<file path="src/rtl/main_ram_arbiter_if.sv">
// Signal bundle joining the ROM/BSRAM mux (port A), the ESP32 host port (port B)
// and the SDRAM controller command port to the main RAM arbiter.
interface main_ram_arbiter_if #(
  parameter int unsigned ADDR_W = 25
);
  logic [ADDR_W-1:0] a_addr;
  logic              a_rd;
  logic              a_wr;
  logic              a_word;
  logic [15:0]       a_din;
  logic [15:0]       a_dout;

  logic              b_req;
  logic              b_we;
  logic              b_word;
  logic [ADDR_W-1:0] b_addr;
  logic [15:0]       b_din;
  logic [15:0]       b_dout;
  logic              b_ack;

  logic [ADDR_W-1:0] mem_addr;
  logic [15:0]       mem_din;
  logic              mem_word;
  logic              mem_rd;
  logic              mem_wr;
  logic [15:0]       mem_dout;
  logic              mem_busy;

  modport slave (
    input  a_addr, a_rd, a_wr, a_word, a_din,
    output a_dout,
    input  b_req, b_we, b_word, b_addr, b_din,
    output b_dout, b_ack,
    output mem_addr, mem_din, mem_word, mem_rd, mem_wr,
    input  mem_dout, mem_busy
  );

  modport master (
    output a_addr, a_rd, a_wr, a_word, a_din,
    input  a_dout,
    output b_req, b_we, b_word, b_addr, b_din,
    input  b_dout, b_ack,
    input  mem_addr, mem_din, mem_word, mem_rd, mem_wr,
    output mem_dout, mem_busy
  );
endinterface

</file>
<file path="src/rtl/main_ram_arbiter.sv">
// Shares the single SDRAM controller port between the SNES core (port A, level
// requests) and the ESP32 save-RAM host port (port B, req/ack), with anti-starvation.
module main_ram_arbiter #(
  parameter int unsigned ADDR_W       = 25,
  parameter int unsigned STARVE_LIMIT = 4
) (
  input logic               clk,
  input logic               reset_n,
  main_ram_arbiter_if.slave bus
);

  typedef enum logic [1:0] {
    S_IDLE,
    S_ISSUE,
    S_WAIT
  } state_t;

  localparam logic [3:0] LIMIT = 4'(STARVE_LIMIT);

  state_t            r_state;
  state_t            w_state_nxt;

  logic              r_a_act;
  logic [ADDR_W-1:0] r_a_addr_prev;
  logic              r_a_pend;
  logic [3:0]        r_starve;

  logic              r_owner_b;
  logic              r_is_wr;
  logic [ADDR_W-1:0] r_mem_addr;
  logic [15:0]       r_mem_din;
  logic              r_mem_word;
  logic [15:0]       r_a_dout;
  logic [15:0]       r_b_dout;
  logic              r_b_ack;

  logic              w_a_act;
  logic              w_a_event;
  logic              w_b_pend;
  logic              w_grant_a;
  logic              w_grant_b;
  logic              w_done;

  assign w_a_act   = bus.a_rd | bus.a_wr;
  assign w_a_event = w_a_act & (~r_a_act | (bus.a_addr != r_a_addr_prev));
  // b_req is still high in the ack cycle; it only counts as a new request after that
  assign w_b_pend  = bus.b_req & ~r_b_ack;

  always_ff @(posedge clk or negedge reset_n) begin
    if (!reset_n) begin
      r_state <= S_IDLE;
    end else begin
      r_state <= w_state_nxt;
    end
  end

  always_comb begin
    w_state_nxt = r_state;
    w_grant_a   = 1'b0;
    w_grant_b   = 1'b0;
    w_done      = 1'b0;
    case (r_state)
      S_IDLE: begin
        if (r_a_pend && !(w_b_pend && (r_starve == LIMIT))) begin
          w_grant_a   = 1'b1;
          w_state_nxt = S_ISSUE;
        end else if (w_b_pend) begin
          w_grant_b   = 1'b1;
          w_state_nxt = S_ISSUE;
        end
      end
      S_ISSUE: w_state_nxt = S_WAIT;
      S_WAIT: begin
        if (!bus.mem_busy) begin
          w_done      = 1'b1;
          w_state_nxt = S_IDLE;
        end
      end
      default: w_state_nxt = S_IDLE;
    endcase
  end

  always_comb begin
    bus.mem_rd = 1'b0;
    bus.mem_wr = 1'b0;
    if (r_state == S_ISSUE) begin
      bus.mem_rd = ~r_is_wr;
      bus.mem_wr = r_is_wr;
    end
  end

  always_ff @(posedge clk or negedge reset_n) begin
    if (!reset_n) begin
      r_a_act       <= 1'b0;
      r_a_addr_prev <= '0;
      r_a_pend      <= 1'b0;
      r_starve      <= '0;
      r_owner_b     <= 1'b0;
      r_is_wr       <= 1'b0;
      r_mem_addr    <= '0;
      r_mem_din     <= '0;
      r_mem_word    <= 1'b0;
      r_a_dout      <= '0;
      r_b_dout      <= '0;
      r_b_ack       <= 1'b0;
    end else begin
      r_a_act       <= w_a_act;
      r_a_addr_prev <= bus.a_addr;
      r_a_pend      <= w_a_event | (r_a_pend & ~w_grant_a);
      r_b_ack       <= w_done & r_owner_b;

      if (!w_b_pend || w_grant_b) begin
        r_starve <= '0;
      end else if (w_grant_a && (r_starve < LIMIT)) begin
        r_starve <= r_starve + 4'd1;
      end

      // a_wr alone decides direction, so a simultaneous rd+wr becomes a write
      if (w_grant_a) begin
        r_owner_b  <= 1'b0;
        r_is_wr    <= bus.a_wr;
        r_mem_addr <= bus.a_addr;
        r_mem_din  <= bus.a_din;
        r_mem_word <= bus.a_word;
      end else if (w_grant_b) begin
        r_owner_b  <= 1'b1;
        r_is_wr    <= bus.b_we;
        r_mem_addr <= bus.b_addr;
        r_mem_din  <= bus.b_din;
        r_mem_word <= bus.b_word;
      end

      if (w_done && !r_is_wr) begin
        if (r_owner_b) begin
          r_b_dout <= bus.mem_dout;
        end else begin
          r_a_dout <= bus.mem_dout;
        end
      end
    end
  end

  assign bus.mem_addr = r_mem_addr;
  assign bus.mem_din  = r_mem_din;
  assign bus.mem_word = r_mem_word;
  assign bus.a_dout   = r_a_dout;
  assign bus.b_dout   = r_b_dout;
  assign bus.b_ack    = r_b_ack;

endmodule

</file>
<file path="src/flat_wrapper.sv">
// flat-port wrapper written by rule: the top's interface ports become plain ports
module main_ram_arbiter_flat 
#(
  parameter int unsigned ADDR_W       = 25,
  parameter int unsigned STARVE_LIMIT = 4
)
  (clk, reset_n, bus_a_addr, bus_a_rd, bus_a_wr, bus_a_word, bus_a_din, bus_a_dout, bus_b_req, bus_b_we, bus_b_word, bus_b_addr, bus_b_din, bus_b_dout, bus_b_ack, bus_mem_addr, bus_mem_din, bus_mem_word, bus_mem_rd, bus_mem_wr, bus_mem_dout, bus_mem_busy);
  main_ram_arbiter_if #(.ADDR_W(ADDR_W)) bus_i ();
  input logic clk;
  input logic reset_n;
  input wire logic [$bits(bus_i.a_addr)-1:0] bus_a_addr;
  input wire logic [$bits(bus_i.a_rd)-1:0] bus_a_rd;
  input wire logic [$bits(bus_i.a_wr)-1:0] bus_a_wr;
  input wire logic [$bits(bus_i.a_word)-1:0] bus_a_word;
  input wire logic [$bits(bus_i.a_din)-1:0] bus_a_din;
  output wire logic [$bits(bus_i.a_dout)-1:0] bus_a_dout;
  input wire logic [$bits(bus_i.b_req)-1:0] bus_b_req;
  input wire logic [$bits(bus_i.b_we)-1:0] bus_b_we;
  input wire logic [$bits(bus_i.b_word)-1:0] bus_b_word;
  input wire logic [$bits(bus_i.b_addr)-1:0] bus_b_addr;
  input wire logic [$bits(bus_i.b_din)-1:0] bus_b_din;
  output wire logic [$bits(bus_i.b_dout)-1:0] bus_b_dout;
  output wire logic [$bits(bus_i.b_ack)-1:0] bus_b_ack;
  output wire logic [$bits(bus_i.mem_addr)-1:0] bus_mem_addr;
  output wire logic [$bits(bus_i.mem_din)-1:0] bus_mem_din;
  output wire logic [$bits(bus_i.mem_word)-1:0] bus_mem_word;
  output wire logic [$bits(bus_i.mem_rd)-1:0] bus_mem_rd;
  output wire logic [$bits(bus_i.mem_wr)-1:0] bus_mem_wr;
  input wire logic [$bits(bus_i.mem_dout)-1:0] bus_mem_dout;
  input wire logic [$bits(bus_i.mem_busy)-1:0] bus_mem_busy;
  assign bus_i.a_addr = bus_a_addr;
  assign bus_i.a_rd = bus_a_rd;
  assign bus_i.a_wr = bus_a_wr;
  assign bus_i.a_word = bus_a_word;
  assign bus_i.a_din = bus_a_din;
  assign bus_a_dout = bus_i.a_dout;
  assign bus_i.b_req = bus_b_req;
  assign bus_i.b_we = bus_b_we;
  assign bus_i.b_word = bus_b_word;
  assign bus_i.b_addr = bus_b_addr;
  assign bus_i.b_din = bus_b_din;
  assign bus_b_dout = bus_i.b_dout;
  assign bus_b_ack = bus_i.b_ack;
  assign bus_mem_addr = bus_i.mem_addr;
  assign bus_mem_din = bus_i.mem_din;
  assign bus_mem_word = bus_i.mem_word;
  assign bus_mem_rd = bus_i.mem_rd;
  assign bus_mem_wr = bus_i.mem_wr;
  assign bus_i.mem_dout = bus_mem_dout;
  assign bus_i.mem_busy = bus_mem_busy;
  main_ram_arbiter #(.ADDR_W(ADDR_W), .STARVE_LIMIT(STARVE_LIMIT)) u_core (.clk(clk), .reset_n(reset_n), .bus(bus_i));
endmodule
</file>
<file path="config.mk">
export PLATFORM = sky130hd
export DESIGN_NAME = main_ram_arbiter_flat
export DESIGN_NICKNAME = d
export VERILOG_FILES = /design/src/rtl/main_ram_arbiter_if.sv /design/src/rtl/main_ram_arbiter.sv /design/src/flat_wrapper.sv
export SDC_FILE = /design/constraint.sdc
export NUM_CORES = 1
export LEC_CHECK = 0
export CORE_MARGIN = 2
export CORE_UTILIZATION = 40
export CTS_BUF_LIST = sky130_fd_sc_hd__clkbuf_4
export DETAILED_ROUTE_END_ITERATION = 7
export DONT_BUFFER_PORTS = 1
export GPL_ROUTABILITY_DRIVEN = 0
export PLACE_DENSITY = 0.58
export SETUP_SLACK_MARGIN = 0.1
export SLEW_MARGIN = 25
export SYNTH_ARGS = -nofsm -noshare
export SYNTH_HDL_FRONTEND = slang
export SYNTH_SLANG_ARGS = --single-unit
</file>
<file path="constraint.sdc">
create_clock -name clk -period 4.4 [get_ports clk]
set_clock_uncertainty 0.2 [all_clocks]
set_input_delay 0.22 -clock clk [delete_from_list [all_inputs] [get_ports clk]]
set_output_delay 0.22 -clock clk [all_outputs]
set_load 0.02 [all_outputs]
</file>
# Word level (Yosys, flattened, before mapping)
# Cells that the tools add are included.
# totals
ff_bits	110
word_cells	72
out_inout_bits	77
# op_classes
n_reduce_logical	14
n_mux	25
magnitude_cmp	1
addsub	1
bitwise	12
n_eq_ne	6
# op_table
operator	count
$mux W25	2
$mux W16	2
$ne A25 B25 Y1	1
$mux W1	15
$mux W4	2
$mux W2	3
$pmux W2 S3	1
$reduce_and A2 Y1	3
$not A1 Y1	5
$add A4 B1 Y4 const B	1
$and A1 B1 Y1	4
$eq A4 B3 Y1 const B	1
$logic_and A1 B1 Y1	4
$lt A4 B3 Y1 const B	1
$reduce_bool A2 Y1	2
$logic_not A1 Y1	3
$ne A3 B1 Y1 const B	1
$or A1 B1 Y1	3
$eq A2 B1 Y1 const B	1
$eq A2 B2 Y1 const B	1
$logic_not A2 Y1	1
$ne A2 B2 Y1 const B	1
$logic_or A1 B1 Y1	1

# Depth between registers and ports, before layout
# logic_depth
word_depth	10
depth_mapped	7

# Worst setup path after synthesis
# OpenSTA, ideal clock, no wires.
# synth_timing
path_type	reg-to-reg
start	reg u_core.r_b_ack, in the netlist u_core.bus.b_ack
end	reg u_core.r_mem_addr[21], in the netlist u_core.bus.mem_addr[21]
path_stages_with_launch	8
arrival_ns	1.572
setup_time_ns	0.082
setup_slack_ns	2.546
synth_period_minus_slack_ns	1.854
path_cell_list	dfrtp_1 nor2b_4 buf_6 a41o_1 nor3_4 buf_6 nand2_1 a31oi_1
# synth_between
elab_chain_cells	8
elab_cells_between_ends	12
cone_classes	mux (6); bitwise (2); reduce/logical (4)
# synth_rtl
item	line	source
start: declaration	main_ram_arbiter.sv:35	logic r_b_ack;
start signal: assignment	main_ram_arbiter.sv:110	r_b_ack <= w_done & r_owner_b;
$not A1 Y1 *	main_ram_arbiter.sv:47	assign w_b_pend = bus.b_req & ~r_b_ack;
$and A1 B1 Y1 *	main_ram_arbiter.sv:47	
$logic_and A1 B1 Y1	main_ram_arbiter.sv:64	if (r_a_pend && !(w_b_pend && (r_starve == LIMIT))) begin
$logic_not A1 Y1	main_ram_arbiter.sv:64	
$logic_and A1 B1 Y1	main_ram_arbiter.sv:64	
$mux W1	main_ram_arbiter.sv:64	
$mux W1	main_ram_arbiter.sv:62	case (r_state)
$mux W25 / $reduce_bool A2 Y1 (equally long branches)	-	
end signal: assignment	main_ram_arbiter.sv:122	r_mem_addr <= bus.a_addr;
end signal: assignment	main_ram_arbiter.sv:128	r_mem_addr <= bus.b_addr;
end: declaration	main_ram_arbiter.sv:30	logic [ADDR_W-1:0] r_mem_addr;
# Mark *: on every way between the ends. The rest lies on a longest branch, timed or not.
# A chain may end at the register's enable or synchronous reset.

# Worst setup path in the final report
# layout_timing
start	reg u_core.r_state[1]
end	reg u_core.r_mem_din[4], in the netlist u_core.bus.mem_din[4]
# layout_between
elab_chain_cells	3
elab_cells_between_ends	5
cone_classes	mux (3); reduce/logical (2)
# layout_rtl
item	line	source
start: declaration	main_ram_arbiter.sv:20	state_t r_state;
start signal: assignment	main_ram_arbiter.sv:53	r_state <= w_state_nxt;
$logic_not A2 Y1 *	main_ram_arbiter.sv:62	
$mux W1	main_ram_arbiter.sv:62	
$mux W16 / $reduce_bool A2 Y1 (equally long branches)	-	
end signal: assignment	main_ram_arbiter.sv:123	r_mem_din <= bus.a_din;
end signal: assignment	main_ram_arbiter.sv:129	r_mem_din <= bus.b_din;
end: declaration	main_ram_arbiter.sv:31	logic [15:0] r_mem_din;
# Marks and branches as above.

==> out/results.ini <==
[timing]
fin_crit_sh=0.722
timing.fmax_mhz=315
slew_viol_final=0
slew_headroom=0.390
min_period_ns=3.18
hold_violations=0
tns_ns=0
rsz0062_at_grt=false
finalSetupViolCount=0
tightestPinTransition_ns=0.913

[yosys]
synthTopCellsByArea=dfrtp_1 60%, nand2_1 7.4%, a31oi_1 5.8%
netlist-cell-type-count=37
ys_warn_count=0
synth-async-reset-ratio=1.00
post-synth-top-area-cell=dfrtp_1
synth_top_area_share=0.598
syn_nets=519
avgSynthCellArea_sq_um=11.2
synth-seq-area-share=0.598
yosysMostFrequentCell=dfrtp_1
netlist_area_sq_um=4600
ys.flop_type=dfrtp_1
synth_common_cells=110 x dfrtp_1, 91 x nand2_1, 45 x nor2_1
synth_edf_count=0
postSynthCellCount=410
ys_ff_latch=110

[global_routing]
grt_use_total=0.184
antenna_found_initial=0
busiest_layer=met2
grt_pass1_vias=3585
grt.met2_usage=0.313
grt_start_max_net_pins=111
grt_util_met1=0.227
grt_use_met3=0.0487
overflow=0
grt_pass1_wl_um=18300

[clocking]
cts_resized=0
cts_tree=built
cts_buffer_depth=2
clkSinkCount=110
clk_latency_ns=0.45
htree_levels=3
root_buffer=clkbuf_4
cts_hold_buf=108
clkTransAtPathRegs_ns=0.15
cts_setup_buffers=0
cts-buffers-inserted=9

[detailed_routing]
drt-wirelength-per-cell_um=16.9
via_count=3380
drc=0
postRouteWirelength_um=11100
ant_nets=0
drt-pass1-iter-count=4
vias_per_cell=5.16
drt_iter0_markers=146

[pwr]
power_density_nw_per_um2=675
p_switching_mw=1.73
power_mw=3.97
p_leak_nw=2.53
p_clk_frac=0.124
ir_drop_v=0.000378
sw_frac_of_total=0.435
p_int_mw=2.24
comb_power_share=0.342
seq_power_share=0.534

[die]
die_y_um=111
start_util=0.406
io_pins=184
die_x_um=111
core-area_sq_um=11300
die-area_sq_um=12400
row_count=39

[setup_path]
crit_type=flop to flop
crit_slowest_cell=o21a_2
crit_chain=nor2_2, o21a_2, buf_4, nor2_1, a31oi_1, dlygate4sd3_1
max_stage_delay_ns=0.79
setup.worst_path.start_class=flop
required_ns=4.60
cp-end-kind=flop
crit_fanout=49
path_buf_inv=2
path_delay_family=buffers and inverters
cp.arrival_ns=3.37

[layout]
fillCellCount=979
final_nets=617
drive_above_1_share=0.117
antenna_cells=0
area_growth_pct=28.0
layout.core_utilization=0.520

[status]
outcome=finished clean

[placed_design]
portBuffers=0
hpwl_um=6940

[flow_run]
max-cap-violations=0

[worst_hold_path]
hp-class=primary input to flop

-- sequential cells by signal, indices dropped and copies added, names as in the netlist, 2 cells and up --
signal and count:
u_core.bus.a_dout 16, u_core.bus.b_dout 16, u_core.bus.mem_din 16, u_core.r_state 2
u_core.r_a_addr_prev 25, u_core.r_starve 4, u_core.bus.mem_addr 25
-- power groups by stage --
stage	combinational (mW)	clock, mW	sequential, mW
after floorplan	0.949	0	2.04
after global placement	1.02	0	2.13
after detailed placement	1.08	0	2.14
after CTS	1.35	0.512	2.12
after global routing	1.53	0.556	2.17
final	1.36	0.494	2.12
-- path summary, 6_finish.rpt --
path                                    startpoint  slack, ns  cells past startpoint                        to
worst max-delay path             u_core.r_state[1]       1.22                      6     u_core.bus.mem_din[4]
worst min-delay path                 bus_a_addr[9]      0.002                      5           u_core.r_a_pend
worst max register to register   u_core.r_state[1]       1.22                      6     u_core.bus.mem_din[4]
worst min register to register  u_core.r_starve[3]       0.36                      2        u_core.r_starve[3]
max in group asynchronous                  reset_n       3.47                      2  u_core.r_a_addr_prev[14]
min in group asynchronous                  reset_n       0.16                      2      u_core.bus.a_dout[4]
-- per-layer routing --
metal	part of all wire	vias to the layer above
li1	-	1584
met1	0.42	1645
met2	0.50	139
met3	0.074	12
met4	0.013	0
met5	0	-
-- layout make-up --
type	count	area (sq um)	share of cell area
repair buffers	110	1110	0.189
multi-input cells	272	1690	0.288
inverters	5	18.8	0.00319
well taps	143	179	0.0304
clock inverters	4	48.8	0.00829
flip-flops and latches	110	2750	0.467
clock buffers	11	82.6	0.0140
-- cells in the final DEF, fill, tap and decap left out --
| cell type | count |
|---|---|
| dfrtp_1 | 110 |
| dlygate4sd3_1 | 107 |
| nand2_1 | 91 |
| nor2_1 | 45 |
| a31oi_1 | 43 |
| mux2_2 | 22 |
| xor2_1 | 16 |
| clkbuf_4 | 11 |
| mux2_4 | 10 |
| xnor2_1 | 9 |
| inv_1 | 5 |
| nor4_1 | 4 |
| nand4_1 | 3 |
| nand3_1 | 3 |
| a21oi_1 | 3 |
| nor2b_4 | 2 |
| o21ai_0 | 2 |
| ha_1 | 2 |
| clkinvlp_4 | 2 |
| buf_4 | 2 |
| or2_2 | 1 |
| nor2_2 | 1 |
| o41ai_1 | 1 |
| nor3b_2 | 1 |
| and2_4 | 1 |
| nor3b_1 | 1 |
| nor3_1 | 1 |
| nand3_2 | 1 |
| o21a_2 | 1 |
| a41o_1 | 1 |
| nor3_4 | 1 |
| a31o_2 | 1 |
| and4_1 | 1 |
| a32o_1 | 1 |
| and3_1 | 1 |
| a21o_1 | 1 |
| nor3b_4 | 1 |
| bufinv_16 | 1 |
| clkinv_1 | 1 |
| buf_16 | 1 |
-- stage by stage --
| stage | instances | hold WS (ns) | setup slack (ns) | cell area (sq um) |
|---|---|---|---|---|
| after floorplan | 410 | -0.276 | 2.55 | 4600 |
| after CTS | 655 | 0.00233 | 1.27 | 5880 |
| after global routing | 655 | 0.0169 | 0.947 | 5890 |
| final | 655 | 0.00219 | 1.22 | 5890 |
| after global placement | 532 | -0.274 | 1.93 | 4650 |
| after detailed placement | 532 | -0.273 | 1.79 | 4650 |
-- cell families after synthesis --
group	after synthesis	synth area share
AO/OA/AOI/OAI	54	0.0754
XOR/XNOR	25	0.0476
adder cells (fa/ha/maj)	2	0.00544
buffers and inverters	28	0.0365
flip-flops	110	0.598
multiplexers	32	0.0865
AND/OR/NAND/NOR	159	0.150
-- worst min-delay path: cells and delay by family --
kind,cells,cell delay (ns)
AO/OA/AOI/OAI,1,0.09
XOR/XNOR,1,0.11
AND/OR/NAND/NOR,3,0.23
No activity file was read; power rests on OpenSTA's default activity.
